### src/rtl/config_chain_loader_if.sv
//------------------------------------------------------------------------------
// Module      : config_chain_loader_if
// Description : Host word handshake (valid/ready) carrying configuration words
//               into the configuration chain loader.
// Revision    : 1.0 - initial release
//------------------------------------------------------------------------------
`default_nettype none

interface config_chain_loader_if #(
  parameter int WORD_W = 8
);
  logic [WORD_W-1:0] cfg_data;   // config word, bit 0 shifted first
  logic              cfg_valid;  // cfg_data is valid
  logic              cfg_ready;  // loader takes the word this cycle

  // Host / bitstream source side
  modport master (
    output cfg_data,
    output cfg_valid,
    input  cfg_ready
  );

  // Loader side
  modport slave (
    input  cfg_data,
    input  cfg_valid,
    output cfg_ready
  );
endinterface

`default_nettype wire

### src/rtl/config_chain_loader.sv
//------------------------------------------------------------------------------
// Module      : config_chain_loader
// Description : Sequences the serial fabric configuration chain. Takes config
//               words from the host, shifts them LSB-first onto prog_in with a
//               registered prog_clk, then drops prog_en to commit the chain.
//               Optional feature macro: CFG_CRC_EN (CRC-8 over shifted bits,
//               adds crc_expect / crc / crc_ok ports).
// Revision    : 1.0 - initial release
//------------------------------------------------------------------------------
`default_nettype none

module config_chain_loader #(
  parameter int CHAIN_LEN = 48,  // prog_clk rising edges per load
  parameter int WORD_W    = 8,   // host word width
  parameter int CLK_DIV   = 1    // clk cycles per prog_clk phase, >= 1
) (
  input  logic                        clk,
  input  logic                        rst_n,
  input  logic                        start,
  config_chain_loader_if.slave        cfg,
  output logic                        prog_clk,
  output logic                        prog_en,
  output logic                        prog_in,
  input  logic                        prog_out,
  output logic                        busy,
  output logic                        done
`ifdef CFG_CRC_EN
  ,
  input  logic [7:0]                  crc_expect,
  output logic [7:0]                  crc,
  output logic                        crc_ok
`endif
);

  localparam int c_bl_w  = $clog2(CHAIN_LEN + 1);
  localparam int c_wb_w  = $clog2(WORD_W + 1);
  localparam int c_div_w = (CLK_DIV > 1) ? $clog2(CLK_DIV) : 1;

  localparam logic [c_bl_w-1:0]  c_chain_len = c_bl_w'(CHAIN_LEN);
  localparam logic [c_bl_w-1:0]  c_bl_one    = c_bl_w'(1);
  localparam logic [c_wb_w-1:0]  c_wb_one    = c_wb_w'(1);
  localparam logic [c_wb_w-1:0]  c_word_w    = c_wb_w'(WORD_W);
  localparam logic [c_div_w-1:0] c_div_last  = c_div_w'(CLK_DIV - 1);

  typedef enum logic [2:0] {
    ST_IDLE   = 3'd0,
    ST_FETCH  = 3'd1,
    ST_SHIFT  = 3'd2,
    ST_COMMIT = 3'd3,
    ST_DONE   = 3'd4
  } state_t;

  state_t              r_state;
  state_t              w_state_nx;

  // Every output is a flop so the chain never sees decode glitches
  logic                r_prog_clk,  w_prog_clk_nx;
  logic                r_prog_en,   w_prog_en_nx;
  logic                r_prog_in,   w_prog_in_nx;
  logic                r_cfg_ready, w_cfg_ready_nx;
  logic                r_busy,      w_busy_nx;
  logic                r_done,      w_done_nx;

  logic [WORD_W-1:0]   r_shreg,     w_shreg_nx;
  logic [WORD_W-1:0]   w_shreg_shift;
  logic [c_bl_w-1:0]   r_bits_left, w_bits_left_nx;
  logic [c_wb_w-1:0]   r_word_bits, w_word_bits_nx;
  logic [c_div_w-1:0]  r_div_cnt,   w_div_cnt_nx;
  logic [c_wb_w-1:0]   w_take;

  logic                w_rise;       // prog_clk goes high at the coming edge
  logic                w_start_acc;  // start accepted at the coming edge
  logic                w_unused;

  // Bits to take from the next word: the final word may be only partly used
  always_comb begin
    w_take = c_word_w;
    if (int'(r_bits_left) < WORD_W)
      w_take = c_wb_w'(r_bits_left);
  end

  // Shift register contents once the current bit has been clocked out
  assign w_shreg_shift = r_shreg >> 1;

  // Next-state and next-output decode
  always_comb begin
    w_state_nx     = r_state;
    w_prog_clk_nx  = r_prog_clk;
    w_prog_en_nx   = r_prog_en;
    w_prog_in_nx   = r_prog_in;
    w_cfg_ready_nx = 1'b0;
    w_busy_nx      = r_busy;
    w_done_nx      = 1'b0;
    w_shreg_nx     = r_shreg;
    w_bits_left_nx = r_bits_left;
    w_word_bits_nx = r_word_bits;
    w_div_cnt_nx   = r_div_cnt;
    w_rise         = 1'b0;
    w_start_acc    = 1'b0;

    case (r_state)
      ST_IDLE: begin
        if (start) begin
          w_state_nx     = ST_FETCH;
          w_start_acc    = 1'b1;
          w_busy_nx      = 1'b1;
          w_prog_en_nx   = 1'b1;
          w_prog_clk_nx  = 1'b0;
          w_prog_in_nx   = 1'b0;
          w_cfg_ready_nx = 1'b1;
          w_bits_left_nx = c_chain_len;
          w_word_bits_nx = '0;
          w_div_cnt_nx   = '0;
        end
      end

      ST_FETCH: begin
        // A stalled host simply holds us here with prog_clk low
        w_cfg_ready_nx = 1'b1;
        if (cfg.cfg_valid) begin
          w_state_nx     = ST_SHIFT;
          w_cfg_ready_nx = 1'b0;
          w_shreg_nx     = cfg.cfg_data;
          w_word_bits_nx = w_take;
          w_prog_in_nx   = cfg.cfg_data[0];
          w_div_cnt_nx   = '0;
        end
      end

      ST_SHIFT: begin
        if (r_div_cnt != c_div_last) begin
          w_div_cnt_nx = r_div_cnt + c_div_w'(1);
        end else begin
          w_div_cnt_nx = '0;
          if (!r_prog_clk) begin
            // End of low phase: rising edge, prog_in already stable
            w_prog_clk_nx = 1'b1;
            w_rise        = 1'b1;
          end else begin
            // End of high phase: bit consumed, return clock low
            w_prog_clk_nx  = 1'b0;
            w_shreg_nx     = w_shreg_shift;
            w_bits_left_nx = (r_bits_left != '0) ? (r_bits_left - c_bl_one) : r_bits_left;
            w_word_bits_nx = (r_word_bits != '0) ? (r_word_bits - c_wb_one) : r_word_bits;
            if (r_bits_left == c_bl_one) begin
              w_state_nx = ST_COMMIT;
            end else if (r_word_bits == c_wb_one) begin
              w_state_nx     = ST_FETCH;
              w_cfg_ready_nx = 1'b1;
            end else begin
              w_prog_in_nx = w_shreg_shift[0];
            end
          end
        end
      end

      ST_COMMIT: begin
        // One quiet cycle with prog_clk low, then the commit edge on prog_en
        w_state_nx   = ST_DONE;
        w_prog_en_nx = 1'b0;
        w_done_nx    = 1'b1;
      end

      ST_DONE: begin
        w_state_nx   = ST_IDLE;
        w_busy_nx    = 1'b0;
        w_prog_in_nx = 1'b0;
      end

      default: begin
        w_state_nx    = ST_IDLE;
        w_busy_nx     = 1'b0;
        w_prog_en_nx  = 1'b0;
        w_prog_clk_nx = 1'b0;
        w_prog_in_nx  = 1'b0;
      end
    endcase
  end

  // State register
  always_ff @(posedge clk or negedge rst_n) begin
    if (!rst_n)
      r_state <= ST_IDLE;
    else
      r_state <= w_state_nx;
  end

  // Registered outputs and datapath; reset drops prog_en, committing partial data
  always_ff @(posedge clk or negedge rst_n) begin
    if (!rst_n) begin
      r_prog_clk  <= 1'b0;
      r_prog_en   <= 1'b0;
      r_prog_in   <= 1'b0;
      r_cfg_ready <= 1'b0;
      r_busy      <= 1'b0;
      r_done      <= 1'b0;
      r_shreg     <= '0;
      r_bits_left <= '0;
      r_word_bits <= '0;
      r_div_cnt   <= '0;
    end else begin
      r_prog_clk  <= w_prog_clk_nx;
      r_prog_en   <= w_prog_en_nx;
      r_prog_in   <= w_prog_in_nx;
      r_cfg_ready <= w_cfg_ready_nx;
      r_busy      <= w_busy_nx;
      r_done      <= w_done_nx;
      r_shreg     <= w_shreg_nx;
      r_bits_left <= w_bits_left_nx;
      r_word_bits <= w_word_bits_nx;
      r_div_cnt   <= w_div_cnt_nx;
    end
  end

  assign prog_clk      = r_prog_clk;
  assign prog_en       = r_prog_en;
  assign prog_in       = r_prog_in;
  assign cfg.cfg_ready = r_cfg_ready;
  assign busy          = r_busy;
  assign done          = r_done;

`ifdef CFG_CRC_EN
  logic [7:0] r_crc;
  logic       r_crc_ok;

  // CRC-8 (poly 0x07, MSB-first) over each bit as the chain clocks it in
  always_ff @(posedge clk or negedge rst_n) begin
    if (!rst_n) begin
      r_crc    <= 8'h00;
      r_crc_ok <= 1'b0;
    end else begin
      if (w_start_acc) begin
        r_crc    <= 8'h00;
        r_crc_ok <= 1'b0;
      end else if (w_rise) begin
        r_crc <= {r_crc[6:0], 1'b0} ^ ((r_crc[7] ^ r_prog_in) ? 8'h07 : 8'h00);
      end
      // Last rising edge is long past by COMMIT, so the compare lands in DONE
      if (r_state == ST_COMMIT)
        r_crc_ok <= (r_crc == crc_expect);
    end
  end

  assign crc    = r_crc;
  assign crc_ok = r_crc_ok;
`endif

  // The chain tail return is not consumed by the loader itself
  assign w_unused = ^{prog_out, w_rise, w_start_acc};

endmodule

`default_nettype wire
### src/flat_wrapper.sv
// flat-port wrapper written by rule: the top's interface ports become plain ports
module config_chain_loader_flat 
#(
  parameter int CHAIN_LEN = 48,                                   
  parameter int WORD_W    = 8,                     
  parameter int CLK_DIV   = 1                                          
)
  (clk, rst_n, start, prog_clk, prog_en, prog_in, prog_out, busy, done, cfg_cfg_data, cfg_cfg_valid, cfg_cfg_ready);
  config_chain_loader_if #(.WORD_W(WORD_W)) cfg_i ();
  input  logic clk;
  input  logic rst_n;
  input  logic start;
  output logic prog_clk;
  output logic prog_en;
  output logic prog_in;
  input  logic prog_out;
  output logic busy;
  output logic done;
  input wire logic [$bits(cfg_i.cfg_data)-1:0] cfg_cfg_data;
  input wire logic [$bits(cfg_i.cfg_valid)-1:0] cfg_cfg_valid;
  output wire logic [$bits(cfg_i.cfg_ready)-1:0] cfg_cfg_ready;
  assign cfg_i.cfg_data = cfg_cfg_data;
  assign cfg_i.cfg_valid = cfg_cfg_valid;
  assign cfg_cfg_ready = cfg_i.cfg_ready;
  config_chain_loader #(.CHAIN_LEN(CHAIN_LEN), .WORD_W(WORD_W), .CLK_DIV(CLK_DIV)) u_core (.clk(clk), .rst_n(rst_n), .start(start), .cfg(cfg_i), .prog_clk(prog_clk), .prog_en(prog_en), .prog_in(prog_in), .prog_out(prog_out), .busy(busy), .done(done));
endmodule
### config.mk
export PLATFORM = sky130hd
export DESIGN_NAME = config_chain_loader_flat
export DESIGN_NICKNAME = d
export VERILOG_FILES = /design/src/rtl/config_chain_loader_if.sv /design/src/rtl/config_chain_loader.sv /design/src/flat_wrapper.sv
export SDC_FILE = /design/constraint.sdc
export NUM_CORES = 1
export LEC_CHECK = 0
export CAP_MARGIN = 20
export CORE_UTILIZATION = 45
export CTS_CLUSTER_DIAMETER = 150
export DETAILED_ROUTE_END_ITERATION = 10
export GPL_TIMING_DRIVEN = 0
export PLACE_DENSITY_LB_ADDON = 0.3
export REMOVE_ABC_BUFFERS = 1
export SETUP_SLACK_MARGIN = 0.3
export SYNTH_ARGS = -nofsm -noshare
export SYNTH_HDL_FRONTEND = slang
export SYNTH_SLANG_ARGS = --single-unit
### constraint.sdc
create_clock -name clk -period 1.7 [get_ports clk]
set_input_delay 0.51 -clock clk [delete_from_list [all_inputs] [get_ports clk]]
set_output_delay 0.51 -clock clk [all_outputs]
set_load 0.01 [all_outputs]
==> results.md <==
- Final Non-Filler Cells: 256
- Initial Utilization: 0.4794
- Die ar.: 3540 µm²
- WP data arrival: 1.85 ns
- Final #Nets: 231
- Critical Path End Type: flop
- Slew HR: 0.6220
- Gp weighted congestion: 0.8798
- Gr usage total: 0.2426
- Post-route setup slack: ~0.11 ns
- Switching Share: 0.4382
- Cells after DPL: about 210
- WP depth: 5
- RSZ-0062 raised after global routing: true
- Buf/Inv on CP: 1
- Critical path type: reg2reg
- Final setup violation count: 0
- Final Max Slew Viols: 0
- Layout cells sized above 1: 0.4906
- DRT Pass-1 Iters: 4
- Utilization after layout: 0.7524
- Clock skew: ~0.0087 ns
- Clk sinks: 26
- Most common cell after layout, fill and taps aside: buf_4
- Status: completed
- Detailed-placement wirelength estimate: 2.128 mm
- Vias per Instance: 6.063
- Worst path cell trace: buf_6 -> or3b_4 -> nor4_4 -> a32oi_1 -> o21ai_1
- Int Power: 2436 µW
- HP Class: in2async
- Layout area overhead: 56.94%
- TritonCTS clock tree: built
- Slew @ Worst Pin: 0.5652 ns
- Max-cap viol count: 0
- Yosys warns: 0
- Diode count: 0
- DR WL/cell: 19.85 µm
- Syn_area_per_cell: 9.416 µm²
- CP Data Required Time: between 1.5 and 2 ns
- Clock power share: 0.076
- I/O Buffers: 17
- CP delay by family, top: simple AND/OR/NAND/NOR gates
- Comb pwr share: 0.643
- Reg2reg start: u_core.r_state[0]
- IO Count: 19
- Clk Tree Root Cell: clkbuf_4
- Leak: approximately 0.00096 µW
- R2R Path End: u_core.r_word_bits[2]
- Max incr delay on CP: between 0.4 and 0.5 ns
- Total gr overflow: 0
- Row cnt: 20
- Iter 0 DRT Violations: 93
- Yosys reg bits: 26
- WL final: around 5.1 mm
- Most frequent cells in the layout: buf_4, dfrtp_1, nand2_1, nor2_1, clkdlybuf4s50_1
- Core area: 3103 µm²
- Post-Place Setup Slack: -0.3659 ns
- H-tree depth: 1
- CTS Hold Bufs: 0
- Worst skew pair latency: roughly 0.34 ns
- Vias in the first global route: 1419
- Detail Route Antenna Nets: 0
- Sequential fraction of the synthesis area: 0.4373
- Fin. Hold Viols: 0
- Peak supply drop: 768.2 µV
- Synth cell types: 48
- Die Y-Extent: between 50 and 60 µm
- Mapped Cells: 158
- Mapped Area: ~1500 µm²
- Sequential Power Share: 0.281
- Hold_ws: around 0.51 ns
- Crit path max-delay cell type: dfrtp_2
- Longest Clk Path Bufs: 2
- Max Fclk: 628.7 MHz
- Routed vias: 1552
- Post-route DRC violation count: 0
- Worst-path clk slew: 0.15 ns
- Chip Width: just under 60 µm
- R2r worst-path depth: 5
- TritonCTS Buffers: 3
- Initial antenna violation count: 0
- Reg2Reg Setup Slack: 0.11 ns
- Largest net degree at the start of global routing: 18
- Tcrit/Tclk final: 0.9356
- Crit path time final: 1.590 ns
- Net Switching: 1900 µW
- CP Launch Type: flop
- PwrDens: 1857 nW/µm²
- Global-route wire length before repair: 6.354 mm
- CP max FO: 4
==> registers in the layout, indices dropped and copies added (netlist names), 3 cells and up <==
register            flops
u_core.r_state          3
u_core.r_shreg          7
u_core.r_word_bits      4
u_core.r_bits_left      6
==> how the worst max path moves through the flow <==
stage	startpoint	to
2_1_floorplan	u_core.r_state[0]	u_core.r_word_bits[0]
3_3_place_gp	start	u_core.r_bits_left[1]
3_5_place_dp	start	u_core.r_bits_left[1]
4_1_cts	u_core.prog_clk	prog_clk
5_1_grt	u_core.r_state[0]	u_core.r_shreg[1]
6_report	u_core.r_state[0]	u_core.r_word_bits[2]
==> cell usage after synthesis (all sizes together) <==
library cell	n	share of area
nand4bb	1	0.0076
nand2	17	0.045
a32oi	1	0.0059
buf	6	0.029
dfrtp	26	0.44
or4	1	0.0050
nor3b	2	0.010
a41oi	1	0.0059
and3	2	0.0084
o2bb2ai	2	0.012
inv	8	0.020
o32a	1	0.015
mux2i	3	0.020
nand3	3	0.013
nand2b	3	0.013
o22ai	1	0.0042
nor2	16	0.040
a311o	1	0.0067
a221oi	1	0.0059
a2bb2oi	1	0.0059
nor2b	1	0.0042
o31ai	1	0.0050
o21ai	14	0.047
nor3	6	0.024
a31oi	8	0.034
or3	1	0.0076
ha	5	0.042
clkbuf	1	0.0025
nor4	4	0.031
nand3b	2	0.010
o21a	1	0.0050
or3b	3	0.019
a211oi	2	0.010
a21boi	1	0.0050
o311a	1	0.0067
a21oi	10	0.036
==> stage by stage <==
| step | setup TNS (ns) | total power (µW) | cell area [µm²] |
|---|---|---|---|
| after floorplan | 0 | 2172 | 1440 |
| after global placement | -10.00 | 2512 | 1665 |
| after detailed placement | -4.863 | 2585 | 1693 |
| after CTS | 0 | 3582 | 2064 |
| after global routing | 0 | 4554 | 2335 |
| final | 0 | 4337 | 2335 |
==> layer usage <==
layer  global-route usage  share of wire
met1               0.2641           0.36
met2               0.4494           0.54
met5                    0              0
met3              0.04148          0.057
met4               0.1196          0.041
==> cells by family after synthesis <==
logic type / after synthesis / share of synthesized area
muxes: 3 / 0.02019
AOI/OAI and AO/OA: 47 / 0.2103
DFF: 26 / 0.4373
and+or+nand+nor: 62 / 0.2380
adders and majority gates: 5 / 0.04205
buffers and inverters: 15 / 0.05214
==> power groups by stage <==
stage	combinational (µW)	clock (µW)	sequential, µW
floorplan	983	0	1190
global placement	1290	0	1220
detailed placement	1350	0	1240
CTS	2090	328	1160
global route	2960	351	1240
finish	2790	328	1220
==> final cells by class <==
| type | count | area (µm²) |
|---|---|---|
| clock buffers | 4 | 36.28 |
| fillers | 184 | 768.2 |
| inverters | 8 | 35.03 |
| multi-input cells | 118 | 1008 |
| flip-flops and latches | 26 | 660.6 |
| well taps | 44 | 55.05 |
| repair buffers | 56 | 539.3 |
==> repair_timing <==
action,CTS,global route
resized for setup,64,34
cloned,1,2
pin swaps,15,12
setup endpoints to repair,27,25
setup buffers,27,9
No activity file was read; power rests on OpenSTA's default activity.
==> patch 1: new RTL, config.mk and constraints unchanged <==
`CHAIN_LEN` is set to 48 in 2 places; all go to 96.
--- a/src/rtl/config_chain_loader.sv
+++ b/src/rtl/config_chain_loader.sv
@@ -10,7 +10,7 @@
 `default_nettype none
 
 module config_chain_loader #(
-  parameter int CHAIN_LEN = 48,  // prog_clk rising edges per load
+  parameter int CHAIN_LEN = 96,  // prog_clk rising edges per load
   parameter int WORD_W    = 8,   // host word width
   parameter int CLK_DIV   = 1    // clk cycles per prog_clk phase, >= 1
 ) (
--- a/src/flat_wrapper.sv
+++ b/src/flat_wrapper.sv
@@ -1,7 +1,7 @@
 // flat-port wrapper written by rule: the top's interface ports become plain ports
 module config_chain_loader_flat 
 #(
-  parameter int CHAIN_LEN = 48,                                   
+  parameter int CHAIN_LEN = 96,                                   
   parameter int WORD_W    = 8,                     
   parameter int CLK_DIV   = 1                                          
 )
Behaviour: no difference found for any inputs over 10 cycles, from zero or initial values and one cycle with rst_n low; that may be too few to reach the edited logic, so the function may still have changed.
==> patch 1 against the original RTL <==
Synthesized cell count up 2.5%. Design area up 6.7%. Synthesized area up 3.8%. Total power down 1.5%. Via count up 8.1%. Wire length up 11%. Setup slack worse by 0.071 ns. Sequential cell count up 1. Critical endpoint is now u_core.prog_in. Highest routed layer unchanged.
==> patch 1: results <==
export IMPL_clock_buffers=3
export IMPL_vias=1677
export IMPL_wl_met1_mm=2.12
export IMPL_fin_hold_ws_ns=0.508
export IMPL_wirelength_mm=5.65
export IMPL_grt_pass1_vias=1557
export IMPL_maxSlewHeadroom_pct=63.7
export IMPL_synthMuxAreaShare_pct=5.27
export IMPL_synth_adder_area_share_pct=4.05
export IMPL_multi_input_cells=119
export IMPL_synth_top_cells_by_count="27 x dfrtp_1, 14 x nand2_1, 12 x nor2_1, 10 x o21ai_1, 9 x nor3_1"
export IMPL_synth_area_top_cells="dfrtp_1 44%, mux2i_1 4.5%, ha_1 4.1%, nand2_1 3.4%, o21ai_1 3.2%"
export IMPL_gr_usage_met2_pct=49.3
export IMPL_final_nets=246
export IMPL_grt_max_degree=19
export IMPL_cts_sinks=27
export IMPL_layout_worst_path_cycle_share_pct=97.7
export IMPL_routabilityCongestion=0.764
export IMPL_cpMaxStageDelayCell="dfrtp_1"
export IMPL_skew_ns=0.00617
export IMPL_multiInputGateArea_mm2=0.00106
export IMPL_status="finished clean"
export IMPL_cp_arrival_ns=1.89
export IMPL_r2r_end="u_core.prog_in"
export IMPL_n_all_buffers=68
export IMPL_wl_met3_um=392
export IMPL_multi_input_area_share_pct=42.6
export IMPL_crit_reg2reg_launch="u_core.r_bits_left[1]"
export IMPL_clock_area_share_pct=1.21
export IMPL_fill_cells=175
export IMPL_r2r_slack_ns=0.04
export IMPL_reg2regPathDepth=6
==> patch 1: cell count changes after synthesis, sizes merged, moves of 3 or more <==
cell / change
a21oi: -5
a31oi: -4
mux2i: +4
nor2: -4
nand2: -3
nor3: +3
o21ai: +3
o31ai: +3
==> patch 1: metrics by stage <==
step | power (uW) | cells | setup TNS, ns
3_3_place_gp | 2420 | 216 | -17.74
3_5_place_dp | 2510 | 217 | -8.34
4_1_cts | 3420 | 257 | 0
5_1_grt | 4460 | 271 | 0
2_1_floorplan | 2080 | 155 | -2.73
6_report | 4270 | 271 | 0
==> patch 1: timing repair <==
action,in CTS,in global routing
pin swaps,11,16
buffers inserted,36,13
endpoints found under the setup margin,28,28
hold buffers,0,0
resized for setup,62,43
gates cloned,0,1
==> patch 1: power by group through the flow <==
stage                     sequential [uW]  combinational [uW]  clock [uW]
after floorplan                      1160                 920           0
after global placement               1190                1230           0
after detailed placement             1220                1300           0
after CTS                            1140                1980         296
after global routing                 1250                2890         326
final                                1230                2740         298
==> patch 2: new RTL, same settings <==
Made on the original files. Take the reset off `r_shreg` and `r_word_bits` and load them in a clocked block of their own.
--- a/src/rtl/config_chain_loader.sv
+++ b/src/rtl/config_chain_loader.sv
@@ -194,9 +194,7 @@
       r_cfg_ready <= 1'b0;
       r_busy      <= 1'b0;
       r_done      <= 1'b0;
-      r_shreg     <= '0;
       r_bits_left <= '0;
-      r_word_bits <= '0;
       r_div_cnt   <= '0;
     end else begin
       r_prog_clk  <= w_prog_clk_nx;
@@ -205,11 +203,14 @@
       r_cfg_ready <= w_cfg_ready_nx;
       r_busy      <= w_busy_nx;
       r_done      <= w_done_nx;
-      r_shreg     <= w_shreg_nx;
       r_bits_left <= w_bits_left_nx;
-      r_word_bits <= w_word_bits_nx;
       r_div_cnt   <= w_div_cnt_nx;
     end
+  end
+
+  always_ff @(posedge clk) begin
+    r_shreg     <= w_shreg_nx;
+    r_word_bits <= w_word_bits_nx;
   end
 
   assign prog_clk      = r_prog_clk;
Check against the original RTL: no difference found for any inputs over 10 cycles, from zero or initial values and one cycle with rst_n low; that may be too few to reach the edited logic, so the function may still have changed.
==> patch 2 against the original RTL <==
Design area fell by 6.5%. Setup slack got worse by 0.029 ns. Critical path depth decreased by 1. Synthesized area up 2.2%. Hold slack gained 0.046 ns. Critical endpoint is now u_core.prog_in. Wire length fell by 13%. Clock skew decreased by 0.0072 ns. Critical path type unchanged. Cell count stayed put. Total power decreased by 13%. Sequential cell count unchanged.
==> patch 2: results <==
export IMPL_comb_power_uw=2120
export IMPL_synth_edf_count=11
export IMPL_cp_end_kind="flop"
export IMPL_ys_seq_area_share_pct=46.4
export IMPL_via_per_inst=5.49
export IMPL_r2r_slack_ns=0.08
export IMPL_worst_pin_slew_ns=0.722
export IMPL_status="finished clean"
export IMPL_syn_area_per_cell_um2=9.44
export IMPL_grt_first_pass_wirelength_mm=6.05
export IMPL_vdd_drop_max_mv=0.728
export IMPL_wirelength_mm=4.41
export IMPL_reg2regPathDepth=4
export IMPL_numPlacedInstances=214
export IMPL_drt_iter0_markers=98
export IMPL_path_max_fanout=15
export IMPL_powerDensity_mw_per_mm2=1720
export IMPL_hp_class="reg -> reg"
export IMPL_synth_cell_types=46
export IMPL_drive_above_1_share_pct=38.2
export IMPL_r2r_end="u_core.prog_in"
export IMPL_synth_area_top_cells="dfrtp_1 25%, edfxtp_1 22%, nand2_1 7.7%, ha_1 4.1%, inv_1 2.5%"
export IMPL_routabilityCongestion=0.843
export IMPL_dp_hpwl_mm=2.14
export IMPL_grt_pass1_vias=1292
export IMPL_synth_top_cells_by_count="31 x nand2_1, 15 x dfrtp_1, 11 x edfxtp_1, 10 x inv_1, 10 x nor2_1"
export IMPL_wl_per_cell_um=17.2
export IMPL_p_switching_uw=1480
export IMPL_antenna_found_initial=0
export IMPL_power_share_sequential_pct=31.7
export IMPL_grt_usage_pct=23.2
export IMPL_final_nets=231
export IMPL_skew_ns=0.00150
export IMPL_placed_area_mm2=0.00170
export IMPL_async_reset_ff_share_pct=57.7
export IMPL_firstDrtPassIters=4
export IMPL_hold_viol=0
export IMPL_fill_cells=228
export IMPL_critical_path_max_stage_delay_ns=0.57
export IMPL_cpMaxStageDelayCell="dfrtp_4"
export IMPL_power_leakage_uw=0.000940
export IMPL_grt_max_degree=20
patch 2: changes by cell type in the layout (fill, tap and decap cells not counted), sizes merged, moves of 3 or more:
cell,unedited run,this run
a31oi,8,3
clkbuf,6,3
dfrtp,26,15
edfxtp,0,11
nand2,17,31
nand2b,3,6
nor2,16,10
nor2b,1,5
nor4,4,1
o21ai,14,9
or3b,4,0
patch 2: per-layer routing:
layer | routed length (um) | GRT usage, %
met5 | 0 | 0
met4 | 138 | 9.30
met3 | 234 | 2.60
met2 | 2250 | 41.3
met1 | 1790 | 28.1
patch 2: critical path: cells and delay by family, from the launching register on:
family / cells / cell delay [ns]
and+or+nand+nor: 2 / 0.37
muxes: 1 / 0.33
AOI/OAI and AO/OA: 1 / 0.25
DFF: 1 / 0.57
patch 2: layout make-up:
class	count	area (um2)	area share [%]
timing repair buffer	55	458	21.0
inverter	10	37.5	1.72
clock buffer	3	22.5	1.03
multi-input combinational	117	860	39.4
sequential	26	721	33.0
clock inverter	1	30.0	1.38
tap	44	55.1	2.52
patch 2: logic make-up after synthesis:
group / share of synthesized area [%]
multiplexers: 2.06
XOR/XNOR: 2.30
AND/OR/NAND/NOR: 24.5
flip-flops: 46.4
buffers and inverters: 5.35
AO/OA/AOI/OAI: 15.2
adder cells (fa/ha/maj): 4.12
patch 2: timing repair:
| item | CTS | global route |
|---|---|---|
| pin swaps | 7 | 11 |
| resized for setup | 52 | 20 |
| gates cloned | 0 | 1 |
| setup endpoints to repair | 40 | 35 |
| hold endpoints to repair | 0 | 0 |
| buffers inserted | 22 | 15 |
patch 2: through the flow:
stage	hold WS (ns)	worst slack (ns)
after floorplan	0.214	-0.0846
after global placement	0.487	-0.728
after detailed placement	0.506	-0.766
after CTS	0.541	0.147
after global routing	0.573	0.0688
final	0.556	0.0808
